### src/rtl/hdlc_tx_if.sv
// Producer-side byte stream, abort request and serial line/status of the HDLC transmit framer.
interface hdlc_tx_if;
  logic [7:0] tx_data;
  logic       tx_valid;
  logic       tx_last;
  logic       tx_ready;
  logic       tx_abort_frame;
  logic       tx;
  logic       tx_done;
  logic       tx_aborted;
  logic       tx_underrun;

  modport master (
    output tx_data, tx_valid, tx_last, tx_abort_frame,
    input  tx_ready, tx, tx_done, tx_aborted, tx_underrun
  );

  modport slave (
    input  tx_data, tx_valid, tx_last, tx_abort_frame,
    output tx_ready, tx, tx_done, tx_aborted, tx_underrun
  );
endinterface

### src/rtl/hdlc_tx_framer.sv
// HDLC transmit framer: flags, LSB-first data with zero insertion, optional CRC-16 FCS,
// abort sequence on request or underrun. One-byte holding register feeds an 8-bit shifter.
module hdlc_tx_framer #(
  parameter int unsigned FCS_EN = 1
) (
  input  logic      clk,
  input  logic      rst_n,
  hdlc_tx_if.slave  bus
);

  localparam int unsigned CNT_W    = 5;
  localparam int unsigned ONES_W   = 3;
  localparam int unsigned CRC_W    = 16;
  localparam logic [7:0]  FLAG     = 8'h7E;
  localparam logic [CRC_W-1:0] CRC_POLY = 16'hA001;

  typedef enum logic [2:0] {
    S_IDLE,
    S_OPEN_FLAG,
    S_DATA,
    S_FCS,
    S_CLOSE_FLAG,
    S_ABORT
  } state_t;

  state_t              state_q, state_d;
  logic [CNT_W-1:0]    cnt_q, cnt_d;
  logic [7:0]          shift_q, shift_d;
  logic                last_q, last_d;
  logic                hold_full_q, hold_full_d;
  logic [7:0]          hold_data_q, hold_data_d;
  logic                hold_last_q, hold_last_d;
  logic [CRC_W-1:0]    crc_q, crc_d;
  logic [ONES_W-1:0]   ones_q, ones_d;
  logic                tx_q, tx_d;
  logic                ready_q, ready_d;
  logic                done_q, done_d;
  logic                aborted_q, aborted_d;
  logic                underrun_q, underrun_d;
  logic                abort_prev_q, abort_prev_d;

  logic accept_c;
  logic abort_rise_c;

  // Reflected CRC-16 (0xA001) single-bit update
  function automatic logic [CRC_W-1:0] crc_next(input logic [CRC_W-1:0] c, input logic b);
    logic [CRC_W-1:0] sh;
    sh = c >> 1;
    if (c[0] ^ b) begin
      sh = sh ^ CRC_POLY;
    end
    return sh;
  endfunction

  assign accept_c     = bus.tx_valid && ready_q;
  assign abort_rise_c = bus.tx_abort_frame && !abort_prev_q;

  always_ff @(posedge clk or negedge rst_n) begin
    if (!rst_n) begin
      state_q      <= S_IDLE;
      cnt_q        <= '0;
      shift_q      <= '0;
      last_q       <= 1'b0;
      hold_full_q  <= 1'b0;
      hold_data_q  <= '0;
      hold_last_q  <= 1'b0;
      crc_q        <= '0;
      ones_q       <= '0;
      tx_q         <= 1'b1;
      ready_q      <= 1'b1;
      done_q       <= 1'b0;
      aborted_q    <= 1'b0;
      underrun_q   <= 1'b0;
      abort_prev_q <= 1'b0;
    end else begin
      state_q      <= state_d;
      cnt_q        <= cnt_d;
      shift_q      <= shift_d;
      last_q       <= last_d;
      hold_full_q  <= hold_full_d;
      hold_data_q  <= hold_data_d;
      hold_last_q  <= hold_last_d;
      crc_q        <= crc_d;
      ones_q       <= ones_d;
      tx_q         <= tx_d;
      ready_q      <= ready_d;
      done_q       <= done_d;
      aborted_q    <= aborted_d;
      underrun_q   <= underrun_d;
      abort_prev_q <= abort_prev_d;
    end
  end

  always_comb begin
    state_d      = state_q;
    cnt_d        = cnt_q;
    shift_d      = shift_q;
    last_d       = last_q;
    hold_full_d  = hold_full_q;
    hold_data_d  = hold_data_q;
    hold_last_d  = hold_last_q;
    crc_d        = crc_q;
    ones_d       = ones_q;
    tx_d         = 1'b1;
    done_d       = 1'b0;
    aborted_d    = 1'b0;
    underrun_d   = 1'b0;
    abort_prev_d = bus.tx_abort_frame;

    if (accept_c) begin
      hold_full_d = 1'b1;
      hold_data_d = bus.tx_data;
      hold_last_d = bus.tx_last;
    end

    case (state_q)
      S_IDLE: begin
        if (hold_full_q) begin
          tx_d    = FLAG[0];
          cnt_d   = CNT_W'(1);
          crc_d   = '0;
          ones_d  = '0;
          state_d = S_OPEN_FLAG;
        end
      end

      S_OPEN_FLAG: begin
        tx_d   = FLAG[cnt_q[2:0]];
        crc_d  = '0;
        ones_d = '0;
        cnt_d  = CNT_W'(cnt_q + CNT_W'(1));
        if (cnt_q == CNT_W'(7)) begin
          shift_d     = hold_data_q;
          last_d      = hold_last_q;
          hold_full_d = 1'b0;
          cnt_d       = '0;
          state_d     = S_DATA;
        end
      end

      S_DATA: begin
        if (ones_q == ONES_W'(5)) begin
          tx_d   = 1'b0;
          ones_d = '0;
        end else begin
          tx_d    = shift_q[0];
          shift_d = shift_q >> 1;
          crc_d   = crc_next(crc_q, shift_q[0]);
          ones_d  = shift_q[0] ? ONES_W'(ones_q + ONES_W'(1)) : '0;
          cnt_d   = CNT_W'(cnt_q + CNT_W'(1));
          if (cnt_q == CNT_W'(7)) begin
            cnt_d = '0;
            if (last_q) begin
              state_d = (FCS_EN != 0) ? S_FCS : S_CLOSE_FLAG;
            end else if (hold_full_q) begin
              shift_d     = hold_data_q;
              last_d      = hold_last_q;
              hold_full_d = 1'b0;
            end else begin
              underrun_d = 1'b1;
              state_d    = S_ABORT;
            end
          end
        end
      end

      S_FCS: begin
        if (ones_q == ONES_W'(5)) begin
          tx_d   = 1'b0;
          ones_d = '0;
        end else begin
          tx_d   = crc_q[0];
          crc_d  = crc_q >> 1;
          ones_d = crc_q[0] ? ONES_W'(ones_q + ONES_W'(1)) : '0;
          cnt_d  = CNT_W'(cnt_q + CNT_W'(1));
          if (cnt_q == CNT_W'(15)) begin
            cnt_d   = '0;
            state_d = S_CLOSE_FLAG;
          end
        end
      end

      S_CLOSE_FLAG: begin
        // A run of five ones left by the last data/FCS bit still needs its stuffed zero
        if (ones_q == ONES_W'(5)) begin
          tx_d   = 1'b0;
          ones_d = '0;
        end else begin
          tx_d   = FLAG[cnt_q[2:0]];
          ones_d = '0;
          cnt_d  = CNT_W'(cnt_q + CNT_W'(1));
          if (cnt_q == CNT_W'(7)) begin
            done_d  = 1'b1;
            cnt_d   = '0;
            state_d = hold_full_q ? S_OPEN_FLAG : S_IDLE;
          end
        end
      end

      S_ABORT: begin
        tx_d  = (cnt_q != '0);
        cnt_d = CNT_W'(cnt_q + CNT_W'(1));
        if (cnt_q == CNT_W'(7)) begin
          aborted_d = 1'b1;
          cnt_d     = '0;
          state_d   = S_IDLE;
        end
      end

      default: begin
        state_d = S_IDLE;
        cnt_d   = '0;
      end
    endcase

    // Abort request wins over everything, including a running abort (restart)
    if (abort_rise_c) begin
      state_d    = S_ABORT;
      tx_d       = 1'b0;
      cnt_d      = CNT_W'(1);
      done_d     = 1'b0;
      aborted_d  = 1'b0;
      underrun_d = 1'b0;
    end

    if (state_d == S_ABORT) begin
      hold_full_d = 1'b0;
      shift_d     = '0;
      last_d      = 1'b0;
      crc_d       = '0;
      ones_d      = '0;
    end

    ready_d = !hold_full_d && (state_d != S_ABORT);
  end

  assign bus.tx          = tx_q;
  assign bus.tx_ready    = ready_q;
  assign bus.tx_done     = done_q;
  assign bus.tx_aborted  = aborted_q;
  assign bus.tx_underrun = underrun_q;

endmodule

### src/flat_wrapper.sv
// flat-port wrapper written by rule: the top's interface ports become plain ports
module hdlc_tx_framer_flat 
#(
  parameter int unsigned FCS_EN = 1
)
  (clk, rst_n, bus_tx_data, bus_tx_valid, bus_tx_last, bus_tx_abort_frame, bus_tx_ready, bus_tx, bus_tx_done, bus_tx_aborted, bus_tx_underrun);
  hdlc_tx_if bus_i ();
  input  logic clk;
  input  logic rst_n;
  input wire logic [$bits(bus_i.tx_data)-1:0] bus_tx_data;
  input wire logic [$bits(bus_i.tx_valid)-1:0] bus_tx_valid;
  input wire logic [$bits(bus_i.tx_last)-1:0] bus_tx_last;
  input wire logic [$bits(bus_i.tx_abort_frame)-1:0] bus_tx_abort_frame;
  output wire logic [$bits(bus_i.tx_ready)-1:0] bus_tx_ready;
  output wire logic [$bits(bus_i.tx)-1:0] bus_tx;
  output wire logic [$bits(bus_i.tx_done)-1:0] bus_tx_done;
  output wire logic [$bits(bus_i.tx_aborted)-1:0] bus_tx_aborted;
  output wire logic [$bits(bus_i.tx_underrun)-1:0] bus_tx_underrun;
  assign bus_i.tx_data = bus_tx_data;
  assign bus_i.tx_valid = bus_tx_valid;
  assign bus_i.tx_last = bus_tx_last;
  assign bus_i.tx_abort_frame = bus_tx_abort_frame;
  assign bus_tx_ready = bus_i.tx_ready;
  assign bus_tx = bus_i.tx;
  assign bus_tx_done = bus_i.tx_done;
  assign bus_tx_aborted = bus_i.tx_aborted;
  assign bus_tx_underrun = bus_i.tx_underrun;
  hdlc_tx_framer #(.FCS_EN(FCS_EN)) u_core (.clk(clk), .rst_n(rst_n), .bus(bus_i));
endmodule
### config.mk
export PLATFORM = sky130hd
export DESIGN_NAME = hdlc_tx_framer_flat
export DESIGN_NICKNAME = d
export VERILOG_FILES = /design/src/rtl/hdlc_tx_if.sv /design/src/rtl/hdlc_tx_framer.sv /design/src/flat_wrapper.sv
export SDC_FILE = /design/constraint.sdc
export NUM_CORES = 1
export LEC_CHECK = 0
export BUFFER_PORTS_ARGS = -buffer_cell sky130_fd_sc_hd__buf_2
export CORE_AREA = 2 2 75 77
export CTS_BUF_LIST = sky130_fd_sc_hd__clkbuf_2
export CTS_CLUSTER_SIZE = 30
export DETAILED_ROUTE_END_ITERATION = 8
export DIE_AREA = 0 0 77 79
export HOLD_SLACK_MARGIN = 0.1
export PLACE_DENSITY_LB_ADDON = 0.25
export SYNTH_ARGS = -nofsm -noshare
export SYNTH_HDL_FRONTEND = slang
export SYNTH_SLANG_ARGS = --single-unit
### constraint.sdc
create_clock -name clk -period 2.4 [get_ports clk]
set_input_delay 0.36 -clock clk [delete_from_list [all_inputs] [get_ports clk]]
set_output_delay 0.36 -clock clk [all_outputs]
set_load 0.1 [all_outputs]
======== Yosys cells after proc, flatten, opt, wreduce, memory -nomap -nowiden ========
Memories as Yosys holds them, arrays and structs flattened.
Index checks and enable logic that the tools add are counted.
Widths: inputs -> output; s select.
storage, ports and cells
  bits in registers ....................... 52
  ROM bits ................................ 8
  input bits .............................. 13
  output and inout port bits .............. 5
  word-level logic and storage cells ...... 131
  memories ................................ 1
operators by class
  $add $sub $neg .......................... 2
  magnitude comparators ................... 1
  equality and inequality tests ........... 18
  multiplexer cells ....................... 74
  bitwise gates (word level) .............. 2
  reductions and logical operators ........ 18
memories
  name             words  bits a word  read ports  clocked after Yosys merged registers in  write ports  line                   RTL
  (no name shown)  8      1            1           0                                        0            hdlc_tx_framer.sv:128  tx_d = FLAG[cnt_q[2:0]];
operator list
  cell                 number
  $mux 16              5
  $pmux 16 s4          1
  $mux 3               18
  $mux 8               6
  $mux 1               31
  $mux 5               6
  $pmux 5 s4           1
  $pmux 3 s6           1
  $pmux 8 s2           1
  $reduce_bool 5->1    3
  $eq 3x3->1 const B   4
  $ne 3x1->1 const B   4
  $pmux 3 s4           1
  $ne 3x3->1 const B   3
  $reduce_and 4->1     2
  $eq 3x2->1 const B   2
  $ne 3x2->1 const B   2
  $pmux 1 s6           1
  $reduce_and 3->1     2
  $reduce_or 2->1      3
  $add 5x1->5 const B  1
  $eq 5x3->1 const B   1
  $eq 5x4->1 const B   1
  $lt 3x4->1 const B   1
  10 further kinds     14

======== Logic depth before layout (Yosys ltp) ========
Gate-level depths: netlist (run 1).
  depth in word-level cells ............... 10
  mapped depth ............................ 9
  mapped depth without buffers ............ 8

======== Worst setup path after synthesis (run 1) ========
Ideal clock, no wire load.
  path kind ............................... reg-to-reg
  start point ............................. register u_core.cnt_q[0]
  end point ............................... register u_core.shift_q[1]
  arrival time ............................ 2.031 ns
  data required time ...................... 2.306 ns
  slack ................................... 0.276 ns
  cell stages (with the launch flop) ...... 10
  path buffers ............................ 1
  cells stage by stage .................... dfrtp_1 > ha_1 > nand3_1 > inv_1 > ha_1 > a21bo_2 > a311oi_1 > o211ai_1 > buf_2 > a221oi_2
between the ends
  word-level cells in the longest chain between the ends .. 8
  elaborated cells on any way between the ends .. 21
  classes of those cells .................. eq/ne (5); mux (14); reduce/logical (2)
RTL lines
  element                                              line                                                                 RTL
  from (decl)                                          hdlc_tx_framer.sv:27                                                 logic [CNT_W-1:0] cnt_q, cnt_d;
  from (signal assigned)                               hdlc_tx_framer.sv:77                                                 cnt_q <= cnt_d;
  $eq 5x3->1 or $eq 5x4->1 (tied branches)             --
  $mux 3, on equally long branches                     hdlc_tx_framer.sv:192, hdlc_tx_framer.sv:151, hdlc_tx_framer.sv:176
  $mux 3, on equally long branches                     hdlc_tx_framer.sv:185, hdlc_tx_framer.sv:142, hdlc_tx_framer.sv:168
  $pmux 3 s6                                           hdlc_tx_framer.sv:116                                                case (state_q)
  $mux 3                                               hdlc_tx_framer.sv:217                                                if (abort_rise_c) begin
  $eq 3x3->1                                           hdlc_tx_framer.sv:226                                                if (state_d == S_ABORT) begin
  $ne 3x1->1 (no source line) (tied with other cells)  --
  $reduce_and 3->1 (no source line)                    --
  to (signal assigned)                                 hdlc_tx_framer.sv:78                                                 shift_q <= shift_d;
  to (decl)                                            hdlc_tx_framer.sv:28                                                 logic [7:0] shift_q, shift_d;
Parallel ways exist; a longest one is shown, timed or not. The select of a mux whose other input is x is not followed.
A chain may end at the register's enable or synchronous reset.

======== Final worst setup path (run 1) ========
  start point ............................. register u_core.cnt_q[1]
  end point ............................... register u_core.shift_q[0]
Same word-level chain as after synthesis.

==> results.ini, run 1 <==
[critical_path]
worstPathRequired_ns=2.78
startpoint_type=flip-flop
crit-reg2reg-capture=u_core.shift_q[0]
r2r_cells=9
crit_type=flip-flop to flip-flop
crit_chain=ha_2 -> nand3_1 -> inv_1 -> ha_4 -> a21bo_2 -> a311oi_2 -> o211ai_1 -> buf_6 -> a221oi_1
path_delay_family=compound AO/OA/AOI/OAI gates
r2r-start=u_core.cnt_q[1]
end_kind=flip-flop
max_stage_delay_ns=0.46
cp_data_arrival_time_ns=2.64
ff2ff_setup_slack_ns=0.14
critical-path-slowest-cell=dfrtp_1
cp_max_fo=7
path_buf_inv=2

[sta]
hold_viol=0
min_period_over_period_pct=94.29
fmax_mhz=441.9
skew_ns=0.01889
drv_slew=0
fin_crit_ns=2.263
setup-violations-final=0
finalWorstSetupSlack_ns=0.1371
worst_slew_pin_slew_ns=0.9169
slew_headroom_pct=38.68

[cells_and_area]
post_route_cells_drive_above_1_share_pct=21.41
nets=345
seq_area_um2=1305
n_antenna_cell=0
final_core_util_pct=61.93
fin_cells=399
fillers=470
syn_to_final_growth_pct=11.71
multi_input_area_um2=1529

[min_path]
whs_endpoint=u_core.hold_data_q[5]
hold_start=bus_tx_data[5]
holdPathStages=2
hold_path.class=input pin to flip-flop

[power_and_ir_drop]
p_seq_share_pct=40.3
p_clk_share_pct=15.6
design_power_total_uw=2966
swShare_pct=41.53
p_sw_uw=1232
intPower_uw=1734
cellLeakagePower_uw=0.001338
cellPowerDensity_nw_per_um2=897.1
vdd_drop_max_v=0.0005970
combPwrFrac_pct=44.1

[route]
ant_nets=0
drc_errors=0
first_pass_iters=5
drtIter0Drc=152
wl_um=6604
num_vias=2418
vias_per_cell=6.060
wire_per_inst_um=16.55

[die]
io_pins=18
start_util_pct=55.44
die_w_um=77
die-area_um2=6083
die-height_um=79
coreArea_um2=5338
rows=27

[clocking]
clk_pin_slew_worst_paths_ns=0.26
clockRootBuffer=clkbuf_2
cts_made_buffers=5
clkSinkCount=52
cts_tree=yes
h-tree-depth=2
cts_max_path_buffers=2
clk_latency_ns=0.45

[synthesis]
synth-seq-cells=52
syn_inst=301
synth_edf_count=0
ys_warn_count=0
synth_area_um2=2959
ys_dominant_reg_cell=dfrtp_1
syn_avg_cell_area_um2=9.831
synth.distinct_cells=55
async_flop_share_pct=100.0
synth_fp_nets=320
synth.yosys.seq_area_share_pct=44.06

[placement]
dp_cells=383
preCtsSetupSlack_ns=0.1115
hpwlAfterDp_um=4544
portBuffers=17
gp_congestion=0.8524

[global_routing]
grt_antenna_before_repair=0
globalRouteTotalUtil_pct=22.06
grt_pass1_vias=2272
grt_pass1_wl_um=10790
grt_max_degree=38
grt_overflow=0

[run]
max-cap-violations=0

[run_status]
status=finished clean

[cells in the final DEF (no fill, tap or decap), drive strengths merged, types with 2 or more instances in the layout]
master,instances
a21boi,2
a21o,2
a21oi,35
a221o,2
a221oi,8
a22oi,5
a31oi,3
a32oi,4
and2,14
buf,36
clkbuf,6
dfrtp,50
dfstp,2
dlygate4sd3,4
ha,6
inv,10
mux2,9
mux2i,16
nand2,19
nand2b,5
nand3,8
nand4b,3
nor2,18
nor2b,5
nor3,8
nor4,4
o211ai,6
o21a,2
o21ai,11
o22ai,2
o41ai,2
[how the worst max path moves through the flow]
| stage | to | from | depth (start not counted) | slack (ns) |
|---|---|---|---|---|
| after floorplan | u_core.shift_q[1] | u_core.cnt_q[0] | 9 | 0.28 |
| after global placement | u_core.shift_q[0] | u_core.cnt_q[0] | 9 | 0.21 |
| after detailed placement | u_core.shift_q[0] | u_core.cnt_q[0] | 9 | 0.11 |
| after CTS | u_core.shift_q[0] | u_core.cnt_q[0] | 9 | 0.06 |
| after global routing | u_core.shift_q[4] | u_core.cnt_q[1] | 9 | -0.009 |
| final | u_core.shift_q[0] | u_core.cnt_q[1] | 9 | 0.14 |
[registers in the layout (all words and copies together) (netlist names)]
name,count
u_core.bus.tx_aborted,1
u_core.shift_q,8
u_core.hold_last_q,1
u_core.cnt_q,5
u_core.last_q,1
u_core.ones_q,3
u_core.bus.tx_done,1
u_core.bus.tx_underrun,1
u_core.hold_full_q,1
u_core.state_q,3
u_core.bus.tx_ready,1
u_core.bus.tx,1
u_core.hold_data_q,8
u_core.abort_prev_q,1
u_core.crc_q,16
[synthesized netlist by cell type (6+ instances only)]
library cell | n | area [µm²]
dfrtp_1 | 50 | 1251
a21oi_1 | 35 | 175.2
nand2_1 | 19 | 71.32
nor2_1 | 18 | 67.56
mux2i_1 | 16 | 160.2
and2_1 | 14 | 87.58
buf_2 | 13 | 65.06
inv_1 | 9 | 33.78
mux2_2 | 9 | 101.4
o21ai_0 | 9 | 45.04
nand3_1 | 8 | 40.04
nor3_1 | 7 | 35.03
a221oi_2 | 6 | 90.09
ha_1 | 6 | 75.07
o211ai_1 | 6 | 45.04
[area by class of cell]
type,instances,area share [%]
multi-input cells,218,46.25
flip-flops and latches,52,39.48
repair buffers,40,8.441
well taps,72,2.725
clock inverters,2,1.173
inverters,9,1.022
clock buffers,6,0.9084
[per-layer routing]
metal,global-route usage [%],vias up,wire length [µm]
met5,0,-,0
met4,6.429,0,81
met3,3.523,9,194
met2,36.40,53,3263
met1,30.39,1190,3064
li1,-,1166,-
[timing repair]
action	4_1_cts	5_1_grt
hold endpoints to repair	14	2
setup endpoints to repair	0	20
setup buffers	0	2
hold buffers	2	2
gates resized for setup	0	6
[per-stage QoR]
stage / cell area (µm²) / hold slack [ns] / TNS (ns)
after floorplan: 2959 / 0.06441 / 0
after global placement: 3146 / 0.2608 / 0
after detailed placement: 3146 / 0.2594 / 0
after CTS: 3234 / 0.1082 / 0
after global routing: 3306 / 0.1016 / -0.008841
final: 3306 / 0.1125 / 0
[cell families (layout without fill, tap and decap cells)]
logic type,count (synthesis),in the layout,synth area share [%]
AO/OA/AOI/OAI,94,94,22.28
XOR/XNOR,1,1,0.2960
adder cells (fa/ha/maj),6,6,2.537
buffers and inverters,31,57,4.989
flip-flops,52,52,44.06
multiplexers,25,25,8.837
AND/OR/NAND/NOR,92,92,17.00
[power groups by stage]
| stage | Combinational (µW) | Clock (µW) | Sequential, µW |
|---|---|---|---|
| after floorplan | 879 | 0 | 1260 |
| after global placement | 1200 | 0 | 1200 |
| after detailed placement | 1220 | 0 | 1210 |
| after CTS | 1240 | 469 | 1200 |
| after global routing | 1410 | 512 | 1220 |
| final | 1310 | 463 | 1190 |
No activity file was read; power rests on OpenSTA's default activity.
==> run 2: changes to the inputs <==
--- a/config.mk
+++ b/config.mk
@@ -5,6 +5,7 @@
 export SDC_FILE = /design/constraint.sdc
 export NUM_CORES = 1
 export LEC_CHECK = 0
+export ABC_AREA = 1
 export BUFFER_PORTS_ARGS = -buffer_cell sky130_fd_sc_hd__buf_2
 export CORE_AREA = 2 2 75 77
 export CTS_BUF_LIST = sky130_fd_sc_hd__clkbuf_2
@@ -13,6 +14,8 @@
 export DIE_AREA = 0 0 77 79
 export HOLD_SLACK_MARGIN = 0.1
 export PLACE_DENSITY_LB_ADDON = 0.25
+export RECOVER_POWER = 50
+export SKIP_LAST_GASP = 1
 export SYNTH_ARGS = -nofsm -noshare
 export SYNTH_HDL_FRONTEND = slang
 export SYNTH_SLANG_ARGS = --single-unit
==> run 2 against run 1 <==
Sequential share of layout area is 0.83 points higher. Flip-flop and latch count stayed put. Critical path depth stayed put. Core utilization is 1.3 points lower. Synthesized area hardly changed. Synthesized cell count is 25% higher. Count of clock-buffer cells in the layout is 1 lower. Worst setup slack better by 0.29 ns. Routed wire length is 12% lower. Register-to-register slack better by 0.29 ns. First-iteration DRC count is 32% lower. Sequential power is 3% higher. Critical path type unchanged. Critical endpoint is now u_core.ones_q[2].
==> results.ini, run 2 <==
[critical_path]
path_delay_family=simple AND/OR/NAND/NOR gates
max_stage_delay_ns=0.48
critical-path-slowest-cell=dfrtp_1
startpoint_type=flip-flop
path_depth=9
path_common_cell=ha_1
r2r-start=u_core.cnt_q[0]
crit_end=u_core.ones_q[2]
crit_chain=ha_1 -> nand2_2 -> nor2_1 -> ha_1 -> a21oi_1 -> nor2_2 -> nand3_2 -> nand2_4 -> and2_1
r2r_cells=9
cp_data_arrival_time_ns=2.35
worstPathRequired_ns=2.78
startpoint=u_core.cnt_q[0]
crit_type=flip-flop to flip-flop
crit-reg2reg-capture=u_core.ones_q[2]
path_buf_inv=0
ff2ff_setup_slack_ns=0.43
end_kind=flip-flop
cp_max_fo=28

[route]
wl_um=5836
num_vias=2389
wire_per_inst_um=12.23
first_pass_iters=4
drtIter0Drc=103
drc_errors=0
vias_per_cell=5.008
ant_nets=0

[synthesis]
syn_inst=375
synth.yosys.seq_area_share_pct=44.10
ys_top_cells_by_area=dfrtp_1 (42%), nand2_1 (15%), inv_1 (5.8%)
syn_avg_cell_area_um2=7.884
synth_area_leader_cell=dfrtp_1
synth.distinct_cells=29
synth_edf_count=0
yosysMostFrequentCell=nand2_1
synth_area_um2=2957
ys_warn_count=0
ys_dominant_reg_cell=dfrtp_1
async_flop_share_pct=100.0
synth_fp_nets=394
synth_common_cells=nand2_1 (118), dfrtp_1 (50), inv_1 (46)
synth-seq-cells=52
synth.top_cell.area_share_pct=42.32

[cells_and_area]
fillers=508
multi_input_area_um2=1388
design_area_um2=3234
post_route_cells_drive_above_1_share_pct=16.05
nets=423
top_regs=u_core.crc_q x16, u_core.hold_data_q x8, u_core.shift_q x8
fin_cells=477
n_antenna_cell=0
regMostFlops=u_core.crc_q
largest_register_ffs=16
syn_to_final_growth_pct=9.395
seq_area_um2=1304
final_common_cell=nand2_1
final_cell_mix=nand2_1 (118), dfrtp_1 (50), inv_1 (46)

[global_routing]
globalRouteTotalUtil_pct=21.08
grt_overflow=0
grt_pass1_vias=2311
grt_max_degree=53
grt_pass1_wl_um=10290
grt_antenna_before_repair=0

[clocking]
clkSinkCount=52
cts_max_path_buffers=2
post_cts_buffers=0
cts_made_buffers=5
clockRootBuffer=clkbuf_2
h-tree-depth=2
cts_tree=yes
cts_hold_buf=11
clk_latency_ns=0.47
clk_pin_slew_worst_paths_ns=0.30
cts_resized=0

[die]
die-height_um=79
start_util_pct=55.39
die_w_um=77
coreArea_um2=5338
rows=27
die-area_um2=6083
io_pins=18

[placement]
hpwlAfterDp_um=4062
portBuffers=17
gp_congestion=0.9018
place_area_um2=3078
dp_cells=458

[run_status]
status=finished clean

[sta]
drv_slew=0
setup-violations-final=0
slew_headroom_pct=15.28
skew_ns=0.02969
tns_ns=0
worst_slew_pin_slew_ns=1.271
fmax_mhz=507.7
min_period_over_period_pct=82.08
fin_crit_ns=1.970
rsz0062_at_grt=no
hold_viol=0

[power_and_ir_drop]
vdd_drop_max_v=0.0005483
p_clk_share_pct=13.7
intPower_uw=1513
cellPowerDensity_nw_per_um2=875.0
p_seq_share_pct=43.4
combPwrFrac_pct=43.0
swShare_pct=46.52
cellLeakagePower_uw=0.001679
p_sw_uw=1317

[run]
max-cap-violations=0

[min_path]
hold_path.class=input pin to flip-flop

==> run 2: cell type report <==
type / instances / share of cell area (%)
Multi-Input combinational cell: 264 / 42.90
Sequential cell: 52 / 40.31
Inverter: 52 / 6.306
Timing Repair Buffer: 29 / 6.151
Tap cell: 72 / 2.785
Clock buffer: 5 / 0.7737
Clock inverter: 3 / 0.7737
==> run 2: stage by stage <==
step,util [%],hold slack (ns),total power (µW),worst slack (ns)
3_5_place_dp,57.67,0.4931,2443,0.4539
4_1_cts,60.67,0.4778,2846,0.4258
6_report,60.60,0.5415,2830,0.4302
5_1_grt,60.60,0.5261,3060,0.2294
3_3_place_gp,57.67,0.4875,2418,0.5045
2_1_floorplan,-,0.06441,2257,0.6197
==> run 2: how the worst min path moves through the flow <==
stage / from / slack, ns / depth (start not counted) / to
floorplan: rst_n / 0.06 / 0 / u_core.abort_prev_q
global placement: bus_tx_abort_frame / 0.49 / 1 / u_core.abort_prev_q
detailed placement: bus_tx_abort_frame / 0.49 / 1 / u_core.abort_prev_q
CTS: rst_n / 0.48 / 3 / u_core.crc_q[9]
global route: bus_tx_abort_frame / 0.53 / 2 / u_core.abort_prev_q
finish: bus_tx_valid / 0.54 / 3 / u_core.hold_data_q[6]
==> run 2: metal layers <==
| layer | global-route usage, % | part of all wire, % | wire, µm | vias to the layer above |
|---|---|---|---|---|
| li1 | - | - | - | 1235 |
| met1 | 27.50 | 47 | 2762 | 1098 |
| met2 | 35.26 | 48 | 2784 | 47 |
| met3 | 3.636 | 3.3 | 195 | 9 |
| met4 | 8.393 | 1.6 | 93 | 0 |
| met5 | 0 | 0 | 0 | - |
==> run 2: worst register-to-register path, stage by stage (launching register included) <==
cell and delay, ns:
dfrtp_1 0.48, ha_1 0.24, nand2_2 0.11, nor2_1 0.06, ha_1 0.23, a21oi_1 0.23
nor2_2 0.07, nand3_2 0.11, nand2_4 0.18, and2_1 0.19
==> run 2: kinds of logic (layout without fill, tap and decap cells) <==
kind of cell | count (synthesis) | count (layout) | synth area share (%)
multiplexers | 9 | 9 | 3.428
XOR/XNOR | 1 | 1 | 0.2963
AND/OR/NAND/NOR | 215 | 215 | 34.96
AO/OA/AOI/OAI | 33 | 33 | 5.713
flip-flops | 52 | 52 | 44.10
buffers and inverters | 59 | 89 | 8.971
adder cells (fa/ha/maj) | 6 | 6 | 2.539
==> run 2: power by group through the flow <==
stage / registers, µW / clock network, µW / logic (µW)
after floorplan: 1280 / 0 / 979
after global placement: 1230 / 0 / 1190
after detailed placement: 1240 / 0 / 1200
after CTS: 1220 / 400 / 1220
after global routing: 1250 / 439 / 1370
final: 1230 / 387 / 1220
